`config.mk`:
```
export PLATFORM = sky130hd
export DESIGN_NAME = dyt_sram_arbiter
export DESIGN_NICKNAME = d
export VERILOG_FILES = /design/src/rtl/dyt_sram_arbiter_pkg.sv /design/src/rtl/dyt_sram_arbiter.sv
export SDC_FILE = /design/constraint.sdc
export NUM_CORES = 1
export LEC_CHECK = 0
export CORE_AREA = 2 2 102 104
export CTS_BUF_LIST = sky130_fd_sc_hd__clkbuf_8 sky130_fd_sc_hd__clkbuf_16
export CTS_CLUSTER_SIZE = 14
export DETAILED_ROUTE_END_ITERATION = 7
export DIE_AREA = 0 0 104 106
export DONT_BUFFER_PORTS = 1
export SETUP_SLACK_MARGIN = 0.1
export SLEW_MARGIN = 20
export SYNTH_ARGS = -nofsm -noshare
export SYNTH_HDL_FRONTEND = slang
export SYNTH_SLANG_ARGS = --single-unit
```
`constraint.sdc`:
```
create_clock -name clk -period 1.8 [get_ports clk]
set_input_delay 0.18 -clock clk [delete_from_list [all_inputs] [get_ports clk]]
set_output_delay 0.18 -clock clk [all_outputs]
set_load 0.01 [all_outputs]
```
`src/rtl/dyt_sram_arbiter_pkg.sv`:
```
// -----------------------------------------------------------------------------
// common_types
//   Shared types for the SRAM arbiter slice.
//   word_t      : 32-bit machine word used for addresses and data.
//   arb_state_t : arbiter FSM states (IDLE -> ACCESS -> [LATWAIT] -> RESP).
//   arb_port_t  : identifies which CPU port owns the current transaction.
// -----------------------------------------------------------------------------
package common_types;

  typedef logic [31:0] word_t;

  typedef enum logic [1:0] {
    ST_IDLE    = 2'd0,
    ST_ACCESS  = 2'd1,
    ST_LATWAIT = 2'd2,
    ST_RESP    = 2'd3
  } arb_state_t;

  typedef enum logic {
    PORT_I = 1'b0,
    PORT_D = 1'b1
  } arb_port_t;

  // Widest legal SRAM read latency; the latency counter is sized for it.
  localparam int RD_LAT_MAX = 3;

endpackage

```
`src/rtl/dyt_sram_arbiter.sv`:
```
// -----------------------------------------------------------------------------
// dyt_sram_arbiter
//   Shares one single-ported SRAM between an instruction-fetch port and a
//   data port. One transaction is in flight at a time. When both ports
//   request, data wins unless the previous completed grant was data, in which
//   case fetch wins, so the two ports alternate under contention.
//
// Parameters
//   RD_LAT        SRAM read latency (cycles from sram_ren to valid data), 1..3
//
// Ports
//   clk, rst      rising-edge clock, synchronous active-high reset
//   iren/iaddr    fetch request (held until iwait low) and address
//   iwait/iload   fetch busy flag / fetch data (valid while iwait low)
//   dren/dwen     data read / write request (held until dwait low)
//   daddr/dstore  data address / write data
//   dwait/dload   data busy flag / read data (valid while dwait low)
//   sram_*        SRAM side: address, write data, read/write strobes, read data
//
// Latency: write = 2 cycles (IDLE, ACCESS); read = RD_LAT + 2 cycles
//   (IDLE, ACCESS, RD_LAT-1 x LATWAIT, RESP).
// -----------------------------------------------------------------------------
module dyt_sram_arbiter
  import common_types::*;
#(
  parameter int RD_LAT = 1
) (
  input  logic        clk,
  input  logic        rst,
  input  logic        iren,
  input  logic [31:0] iaddr,
  output logic        iwait,
  output logic [31:0] iload,
  input  logic        dren,
  input  logic        dwen,
  input  logic [31:0] daddr,
  input  logic [31:0] dstore,
  output logic        dwait,
  output logic [31:0] dload,
  output logic [31:0] sram_address,
  output logic [31:0] sram_w_data,
  output logic        sram_ren,
  output logic        sram_wen,
  input  logic [31:0] sram_r_data
);

  localparam logic [1:0] LAT_INIT = 2'(RD_LAT - 1);

  arb_state_t state_q, state_d;
  logic [1:0] cnt_q, cnt_d;
  arb_port_t  port_q, port_d;
  arb_port_t  last_q, last_d;
  word_t      addr_q, addr_d;
  word_t      wdata_q, wdata_d;
  logic       we_q, we_d;

  logic      dreq;
  arb_port_t pick;

  // Either data strobe counts as a data request; dwen decides the direction.
  assign dreq = dren | dwen;

  // Data wins contention unless it also won the previous completed grant.
  always_comb begin
    pick = PORT_I;
    if (dreq && !(iren && last_q == PORT_D)) pick = PORT_D;
  end

  // ---------------------------------------------------------------------------
  // State register
  // ---------------------------------------------------------------------------
  always_ff @(posedge clk) begin
    if (rst) begin
      state_q <= ST_IDLE;
      cnt_q   <= '0;
      port_q  <= PORT_I;
      last_q  <= PORT_I;
      addr_q  <= '0;
      wdata_q <= '0;
      we_q    <= 1'b0;
    end else begin
      state_q <= state_d;
      cnt_q   <= cnt_d;
      port_q  <= port_d;
      last_q  <= last_d;
      addr_q  <= addr_d;
      wdata_q <= wdata_d;
      we_q    <= we_d;
    end
  end

  // ---------------------------------------------------------------------------
  // Next-state logic
  // ---------------------------------------------------------------------------
  always_comb begin
    state_d = state_q;
    cnt_d   = cnt_q;
    port_d  = port_q;
    last_d  = last_q;
    addr_d  = addr_q;
    wdata_d = wdata_q;
    we_d    = we_q;
    unique case (state_q)
      ST_IDLE: begin
        if (iren || dreq) begin
          port_d  = pick;
          addr_d  = (pick == PORT_D) ? daddr : iaddr;
          wdata_d = (pick == PORT_D) ? dstore : '0;
          // dren+dwen together resolves to a write.
          we_d    = (pick == PORT_D) && dwen;
          state_d = ST_ACCESS;
        end
      end
      ST_ACCESS: begin
        if (we_q) begin
          // Writes complete in ACCESS itself.
          last_d  = port_q;
          state_d = ST_IDLE;
        end else if (RD_LAT == 1) begin
          state_d = ST_RESP;
        end else begin
          cnt_d   = LAT_INIT;
          state_d = ST_LATWAIT;
        end
      end
      ST_LATWAIT: begin
        // Leave as the count reaches zero so RESP lines up with the
        // SRAM data, RD_LAT cycles after the ACCESS strobe.
        cnt_d = cnt_q - 2'd1;
        if (cnt_q == 2'd1) state_d = ST_RESP;
      end
      ST_RESP: begin
        last_d  = port_q;
        state_d = ST_IDLE;
      end
      default: state_d = ST_IDLE;
    endcase
  end

  // ---------------------------------------------------------------------------
  // Output logic. SRAM side only ever sees latched values; the wait flags
  // follow the live request except in the owning port's completion cycle.
  // ---------------------------------------------------------------------------
  always_comb begin
    sram_address = addr_q;
    sram_w_data  = wdata_q;
    sram_ren     = 1'b0;
    sram_wen     = 1'b0;
    iwait        = iren;
    dwait        = dreq;
    iload        = '0;
    dload        = '0;
    unique case (state_q)
      ST_ACCESS: begin
        if (we_q) begin
          sram_wen = 1'b1;
          dwait    = 1'b0;
        end else begin
          sram_ren = 1'b1;
        end
      end
      ST_RESP: begin
        if (port_q == PORT_D) begin
          dload = sram_r_data;
          dwait = 1'b0;
        end else begin
          iload = sram_r_data;
          iwait = 1'b0;
        end
      end
      default: ;
    endcase
  end

endmodule

```
==> impl_metrics.toml, run 1 <==
[clocking]
cts_buffers = 9
cts_sinks = 71
root_buffer = "clkbuf_8"
insertion_delay_ns = 0.34
clk_pin_slew_worst_paths_ns = 0.07
tritoncts = "done"
htree_levels = 3
clk_path_buf_depth = 2

[detailed_routing]
via_per_inst = 5.63
wl_per_cell_um = 18.7
drt-total-wl_um = 12200
drc = 0
ant_nets = 0
via_count = 3679
firstDrtPassIters = 4
drt-initial-drc-count = 310

[critical_path]
path_class = "reg -> out"
critical_path.slowest_cell = "dfxtp_2"
crit_fanout = 33
critPathLaunchType = "flop"
critPathRequiredTime_ns = 1.62
critPathCaptureType = "output pin"
crit_chain = "nand2_1, nor2_1, buf_6, and2_1"
crit_arrival_ns = 1.39
crit_path_max_incr_delay_ns = 0.43

[yosys]
avgSynthCellArea_sq_um = 7.73
ys_ff_latch = 71
synth.area.top_cells = "dfxtp_1 (42%), and2_1 (12%), a21oi_1 (9.9%)"
synth_largest_area_cell = "dfxtp_1"
synth_most_common_cell = "dfxtp_1"
yosysSeqAreaShare = 0.415
synth-main-ff-cell = "dfxtp_1"
synth_commonest_cells = "dfxtp_1 (71), a21oi_1 (68), nand2_1 (66)"
synth_cell_types = 29
yosysWarnings = 0
synth-edff-count = 0
syn_area_sq_mm = 0.00342
synth.top_cell.area_share = 0.415
synthCells = 443
syn-num-nets = 577
ys_async_sr_fraction = 0

[sta]
tns_ns = 0
worst_slew_pin_slew_ns = 0.383
period_needed_ns = 1.57
hold_violations = 0
max-slew-margin-rel = 0.744
setup_violations = 0
whs_ns = 0.0144
period_share = 0.873
max_freq_ghz = 0.636
slew_viol_final = 0
rsz0062_at_grt = "yes"
clock_skew_ns = 0.0131

[layout]
postLayoutCoreUtil = 0.469
layoutNonFillerInstCount = 654
seq_area_sq_mm = 0.00142
fillers = 929
multi_input_area_sq_mm = 0.00182
nets = 645
syn2layout_area_growth_pct = 37.0
drive_gt1_frac = 0.0659

[outcome]
outcome = "finished, final reports clean"

[grt]
grt_pass1_wl_um = 18500
grt-ovfl-total = 0
first_global_vias = 3632
grt_max_degree = 72
grt_use_met1 = 0.212
globalRouteMet3Util = 0.0540
track_usage = 0.210
antenna_found_initial = 1
use_met2 = 0.396
busiest_layer = "met2"

[die]
dieWidth_um = 104
start_util = 0.342
row_count = 37
die_h_um = 106
io_pins = 265
design.core.area_sq_mm = 0.0100
dieArea_sq_mm = 0.0110

[placed_design]
hpwlAfterDp_um = 7540
port_buffers = 0
dpl.cell_count = 542
gp_routability_congestion = 0.903

[power_and_ir_drop]
finalPower_uw = 4180
irDropWorstVdd_v = 0.000395
p_per_area_mw_per_mm2 = 891
p_leak_uw = 0.00178

[worst_hold_path]
worstHoldPathType = "in -> reg"

[run]
cap_violations = 0
-- sequential cells by signal, indices dropped and copies added, names as in the netlist --
| name | count |
|---|---|
| sram_address | 32 |
| sram_w_data | 32 |
| cnt_q | 2 |
| state_q | 2 |
| last_q | 1 |
| port_q | 1 |
| we_q | 1 |
-- cells in the final DEF (no fill, tap or decap), drive strengths merged, types with 2 or more instances in the layout --
cell / count
dfxtp: 71
inv: 3
nor2b: 2
a21oi: 68
nand2: 66
nand3: 33
o21ai: 36
nor3: 2
nor2: 8
buf: 11
diode: 2
clkinv: 2
and2: 64
mux2i: 2
a311oi: 32
clkbuf: 10
dlygate4sd3: 93
-- logic make-up after synthesis --
logic type	share of synthesized area
AO/OA/AOI/OAI	0.241
XOR/XNOR	0.00256
adder cells (fa/ha/maj)	0.00365
buffers and inverters	0.0618
flip-flops	0.415
multiplexers	0.00585
AND/OR/NAND/NOR	0.270
-- what timing repair did --
action                                  CTS  global route
gates cloned                              0             0
endpoints found under the setup margin   65            49
buffers inserted                          0             0
hold buffers                             94             0
hold endpoints to repair                 71             0
gates resized for setup                   2             3
-- layer usage --
| layer | routed length, um | share of wire |
|---|---|---|
| met5 | 13 | 0.0011 |
| met4 | 391 | 0.032 |
| met3 | 940 | 0.077 |
| met2 | 6550 | 0.54 |
| met1 | 4310 | 0.35 |
-- per-stage QoR --
stage	area, sq um	setup WS (ns)
after floorplan	3420	0.453
after global placement	3510	0.408
after detailed placement	3510	0.359
after CTS	4670	0.130
after global routing	4690	0.0979
final	4690	0.228
-- final timing paths --
kind | start | endpoint | slack, ns | depth (start not counted)
worst max-delay path | state_q[0] | iload[10] | 0.23 | 4
worst min-delay path | iaddr[0] | sram_address[0] | 0.01 | 2
worst max register to register | state_q[1] | sram_address[7] | 0.39 | 4
worst min register to register | cnt_q[1] | cnt_q[1] | 0.51 | 2
-- cell type report --
cell class                 instances  area share
inverter                           1    0.000800
sequential                        71       0.304
clock buffer                      10      0.0293
antenna                            2     0.00107
tap                              136      0.0363
multi-input combinational        324       0.389
clock inverter                     6      0.0128
timing repair buffer             104       0.227
-- worst max-delay path, delay by kind of cell (launching register included) --
kind | cells | cell delay (ns)
flip-flops | 1 | 0.43
AND/OR/NAND/NOR | 3 | 0.42
buffers and inverters | 1 | 0.21
-- power breakdown --
part / leakage (uW) / switching (uW) / internal (uW)
Sequential: 0.000587 / 238 / 1770
Clock: 0.000104 / 597 / 673
Combinational: 0.00109 / 498 / 405
Total: 0.00178 / 1330 / 2840
Power figures use the tool's default switching activity.
==> run 2, diff against run 1 <==
Settings changed: SETUP_SLACK_MARGIN 0.1 to 0.2.
==> impl_metrics.toml, run 2 (same netlist as run 1, synthesis figures left out) <==
[outcome]
outcome = "finished, final reports clean"

[critical_path]
crit_fanout = 33
path_class = "reg -> out"
path_buf_inv = 1
crit_arrival_ns = 1.32
crit_path_max_incr_delay_ns = 0.40
critPathCaptureType = "output pin"
critical_path.top_delay_family = "simple AND/OR/NAND/NOR gates"
critPathRequiredTime_ns = 1.62
critical_path.slowest_cell = "dfxtp_4"
crit_chain = "and3_1, buf_12, and2_1"
critPathLaunchType = "flop"

[placed_design]
gp_routability_congestion = 0.903
port_buffers = 0
hpwlAfterDp_um = 7540

[power_and_ir_drop]
p_per_area_mw_per_mm2 = 879
p_leak_uw = 0.00182
swShare = 0.318
p_clk_frac = 0.301
p_seq_frac = 0.477
irDropWorstVdd_v = 0.000411
combPwrFrac = 0.221
power.switching_uw = 1340
internal-power_uw = 2870

[detailed_routing]
met3WireLength_um = 859
wl_per_cell_um = 18.9
via_per_inst = 5.59
ant_nets = 0
via_count = 3683
drt-met1-wl_um = 4440
drt-total-wl_um = 12400
drt-initial-drc-count = 269
firstDrtPassIters = 4
drc = 0
routed.top_layer = "met5"
wl_met2_um = 6690

[grt]
grt-ovfl-total = 0
grt_pass1_wl_um = 18800
grt_max_degree = 68
antenna_found_initial = 1
track_usage = 0.214
first_global_vias = 3645

[die]
start_util = 0.342
die_h_um = 106
dieWidth_um = 104
dieArea_sq_mm = 0.0110
row_count = 37
design.core.area_sq_mm = 0.0100
io_pins = 265

[worst_hold_path]
worstHoldPathType = "in -> reg"

[layout]
drive_gt1_frac = 0.0768
nets = 650
most-common-layout-cells = "dlygate4sd3_1 (97), a21oi_1 (68), dfxtp_1 (68)"
syn2layout_area_growth_pct = 39.7
fillers = 929
layout_commonest_cell = "dlygate4sd3_1"

[clocking]
root_buffer = "clkbuf_8"
clk_path_buf_depth = 2
cts_sinks = 71
htree_levels = 3
tritoncts = "done"
clk_pin_slew_worst_paths_ns = 0.07
cts_buffers = 9
insertion_delay_ns = 0.34
post_cts_buffers = 0

[sta]
worst_slew_pin_slew_ns = 0.385
period_needed_ns = 1.50
hold_violations = 0
setup_violations = 0
slew_viol_final = 0
max_freq_ghz = 0.665
tns_ns = 0
whs_ns = 0.0122
period_share = 0.836
clock_skew_ns = 0.0123
max-slew-margin-rel = 0.742
rsz0062_at_grt = "yes"

[run]
cap_violations = 0
run 2: cell types whose count changed in the layout (fill, tap and decap cells not counted), sizes merged:
cell and delta:
buf +1, dlygate4sd3 +4
run 2: repair_timing:
action,in CTS,in global routing
hold endpoints to repair,71,0
gates cloned,0,1
setup endpoints to repair,66,67
pin swaps,0,0
resized for setup,5,16
hold buffers,98,0
run 2: routing by layer:
layer	vias up	GRT usage
li1	1691	-
met5	-	0
met4	2	0.120
met2	214	0.401
met3	38	0.0533
met1	1738	0.217
run 2: worst register-to-register path, delay by kind of cell (launching register included):
family | cells | cell delay [ns]
DFF | 1 | 0.40
xor gates and xnor gates | 1 | 0.16
and+or+nand+nor | 2 | 0.25
buffers and inverters | 1 | 0.56
run 2: worst paths after layout:
path	from	to	slack (ns)	cells after the start
max	state_q[0]	dload[30]	0.30	3
min	iaddr[0]	sram_address[0]	0.01	2
max reg2reg	state_q[0]	cnt_q[0]	0.31	4
min reg2reg	cnt_q[1]	cnt_q[1]	0.50	2
run 2: power by group through the flow:
stage | registers, uW | logic [uW] | clock network, uW
final | 2010 | 930 | 1270
after global routing | 2020 | 1030 | 1370
after CTS | 2000 | 900 | 1310
after detailed placement | 2030 | 695 | 0
after global placement | 2030 | 670 | 0
after floorplan | 1970 | 593 | 0
run 2: cell type report:
class                   instances  area [sq um]  share of cell area
clock buffers                  10           138              0.0288
diodes                          2          5.00             0.00105
well taps                     136           170              0.0356
inverters                       1          3.75            0.000785
repair buffers                109          1130               0.236
multi-input cells             324          1850               0.386
flip-flops and latches         71          1430               0.299
clock inverters                 6          60.1              0.0126
run 2: metrics by stage:
stage / instances / cell area, sq um / util / worst slack, ns / power, uW
after global routing: 657 / 4780 / 0.478 / 0.198 / 4420
after detailed placement: 542 / 3510 / 0.351 / 0.359 / 2730
after CTS: 656 / 4730 / 0.473 / 0.208 / 4210
after floorplan: 443 / 3420 / - / 0.453 / 2560
after global placement: 542 / 3510 / 0.351 / 0.408 / 2700
final: 659 / 4780 / 0.478 / 0.296 / 4200
==> run 3, diff against run 2 <==
Clock period 1.8 ns to 1.4 ns, I/O delays scaled along.
==> impl_metrics.toml, run 3 (same netlist as run 1, synthesis figures left out) <==
[outcome]
outcome = "complete, but fails checks"
violations = "hold timing, setup timing"

[clocking]
tritoncts = "done"
clk_pin_slew_worst_paths_ns = 0.07
root_buffer = "clkbuf_8"
clk_path_buf_depth = 2
htree_levels = 3
cts_buffers = 9
insertion_delay_ns = 0.34
cts_sinks = 71

[detailed_routing]
drt-total-wl_um = 13000
via_per_inst = 5.85
drt-initial-drc-count = 233
drc = 0
via_count = 3442
firstDrtPassIters = 4
ant_nets = 0
wl_per_cell_um = 22.1

[critical_path]
endpoint = "dload[20]"
r2r_cells = 6
path_class = "reg -> out"
crit_fanout = 8
crit_arrival_ns = 1.32
startpoint = "state_q[1]"
critPathLaunchType = "flop"
critPathRequiredTime_ns = 1.26
critPathCaptureType = "output pin"
reg2reg_to = "sram_address[15]"
ff2ff_setup_slack_ns = -0.02
r2r_start = "state_q[1]"

[die]
io_pins = 265
dieArea_sq_mm = 0.0110
row_count = 37
die_h_um = 106
dieWidth_um = 104
design.core.area_sq_mm = 0.0100
start_util = 0.342

[placed_design]
placed_area_sq_mm = 0.00361
gp_routability_congestion = 0.866
dpl.cell_count = 545
port_buffers = 0
hpwlAfterDp_um = 7830

[grt]
first_global_vias = 3014
grt-ovfl-total = 0
grt_max_degree = 72
track_usage = 0.192
grt_pass1_wl_um = 16700
antenna_found_initial = 0

[worst_hold_path]
worstHoldPathType = "in -> reg"

[run]
cap_violations = 0

[power_and_ir_drop]
irDropWorstVdd_v = 0.000594
p_leak_uw = 0.00176
p_per_area_mw_per_mm2 = 1210
finalPower_uw = 5730

[sta]
clock_skew_ns = 0.0143
max-slew-margin-rel = 0.647
period_needed_ns = 1.46
setup_ws_ns = -0.0587
tns_ns = -2.69
slew_viol_final = 0
whs_ns = -0.139
worst_slew_pin_slew_ns = 0.529
hold_violations = 71
max_freq_ghz = 0.686
period_share = 1.04
rsz0062_at_grt = "yes"
setup_violations = 81

[layout]
drive_gt1_frac = 0.405
syn2layout_area_growth_pct = 37.9
diodes = 0
most-common-layout-cells = "dfxtp_1 (68), nand2_1 (65), a21oi_1 (52)"
fillers = 914
nets = 581
fin_area_sq_mm = 0.00472
layout_commonest_cell = "dfxtp_1"
layoutNonFillerInstCount = 588
==> run 3: timing repair <==
action                     in CTS  in global routing
hold endpoints to repair       71                 71
pin swaps                       1                 50
resized for setup              54                100
buffers inserted                2                  9
setup endpoints to repair     134                134
cloned                          3                 13
==> run 3: worst min-delay path by stage <==
stage | slack, ns | end | startpoint | depth (start not counted)
floorplan | 0.29 | sram_w_data[24] | dstore[24] | 2
global placement | 0.21 | sram_w_data[10] | rst | 1
detailed placement | 0.22 | sram_w_data[29] | rst | 1
CTS | -0.17 | sram_w_data[9] | rst | 1
global route | -0.17 | sram_w_data[12] | rst | 1
finish | -0.14 | sram_w_data[10] | rst | 1
==> run 3: metal layers <==
metal	global-route usage	vias up	wire (um)
met5	0	-	0
li1	-	1565	-
met3	0.0521	24	1030
met4	0.0763	0	358
met1	0.196	1652	4630
met2	0.369	201	6960
==> run 3: through the flow <==
stage | utilization | setup slack, ns
4_1_cts | 0.401 | -0.0813
3_3_place_gp | 0.361 | 0.122
2_1_floorplan | - | 0.166
5_1_grt | 0.472 | -0.110
3_5_place_dp | 0.361 | 0.0598
6_report | 0.472 | -0.0587
==> run 3: power by group <==
group	switching [uW]	total [uW]	internal, uW
sequential	323	2590	2270
clock	773	1450	682
combinational	845	1680	839
==> run 3: critical path, stage by stage, from the launching register on <==
cell       delay (ns)
dfxtp_4          0.39
and3_4           0.26
clkbuf_16        0.17
and2_4           0.15
==> run 3: area by class of cell <==
type	instances	area [sq um]	area share
inverters	1	3.75	0.000795
multi-input cells	324	2290	0.485
repair buffers	40	652	0.138
clock inverters	6	36.3	0.00769
flip-flops and latches	71	1430	0.303
clock buffers	10	138	0.0292
well taps	136	170	0.0361
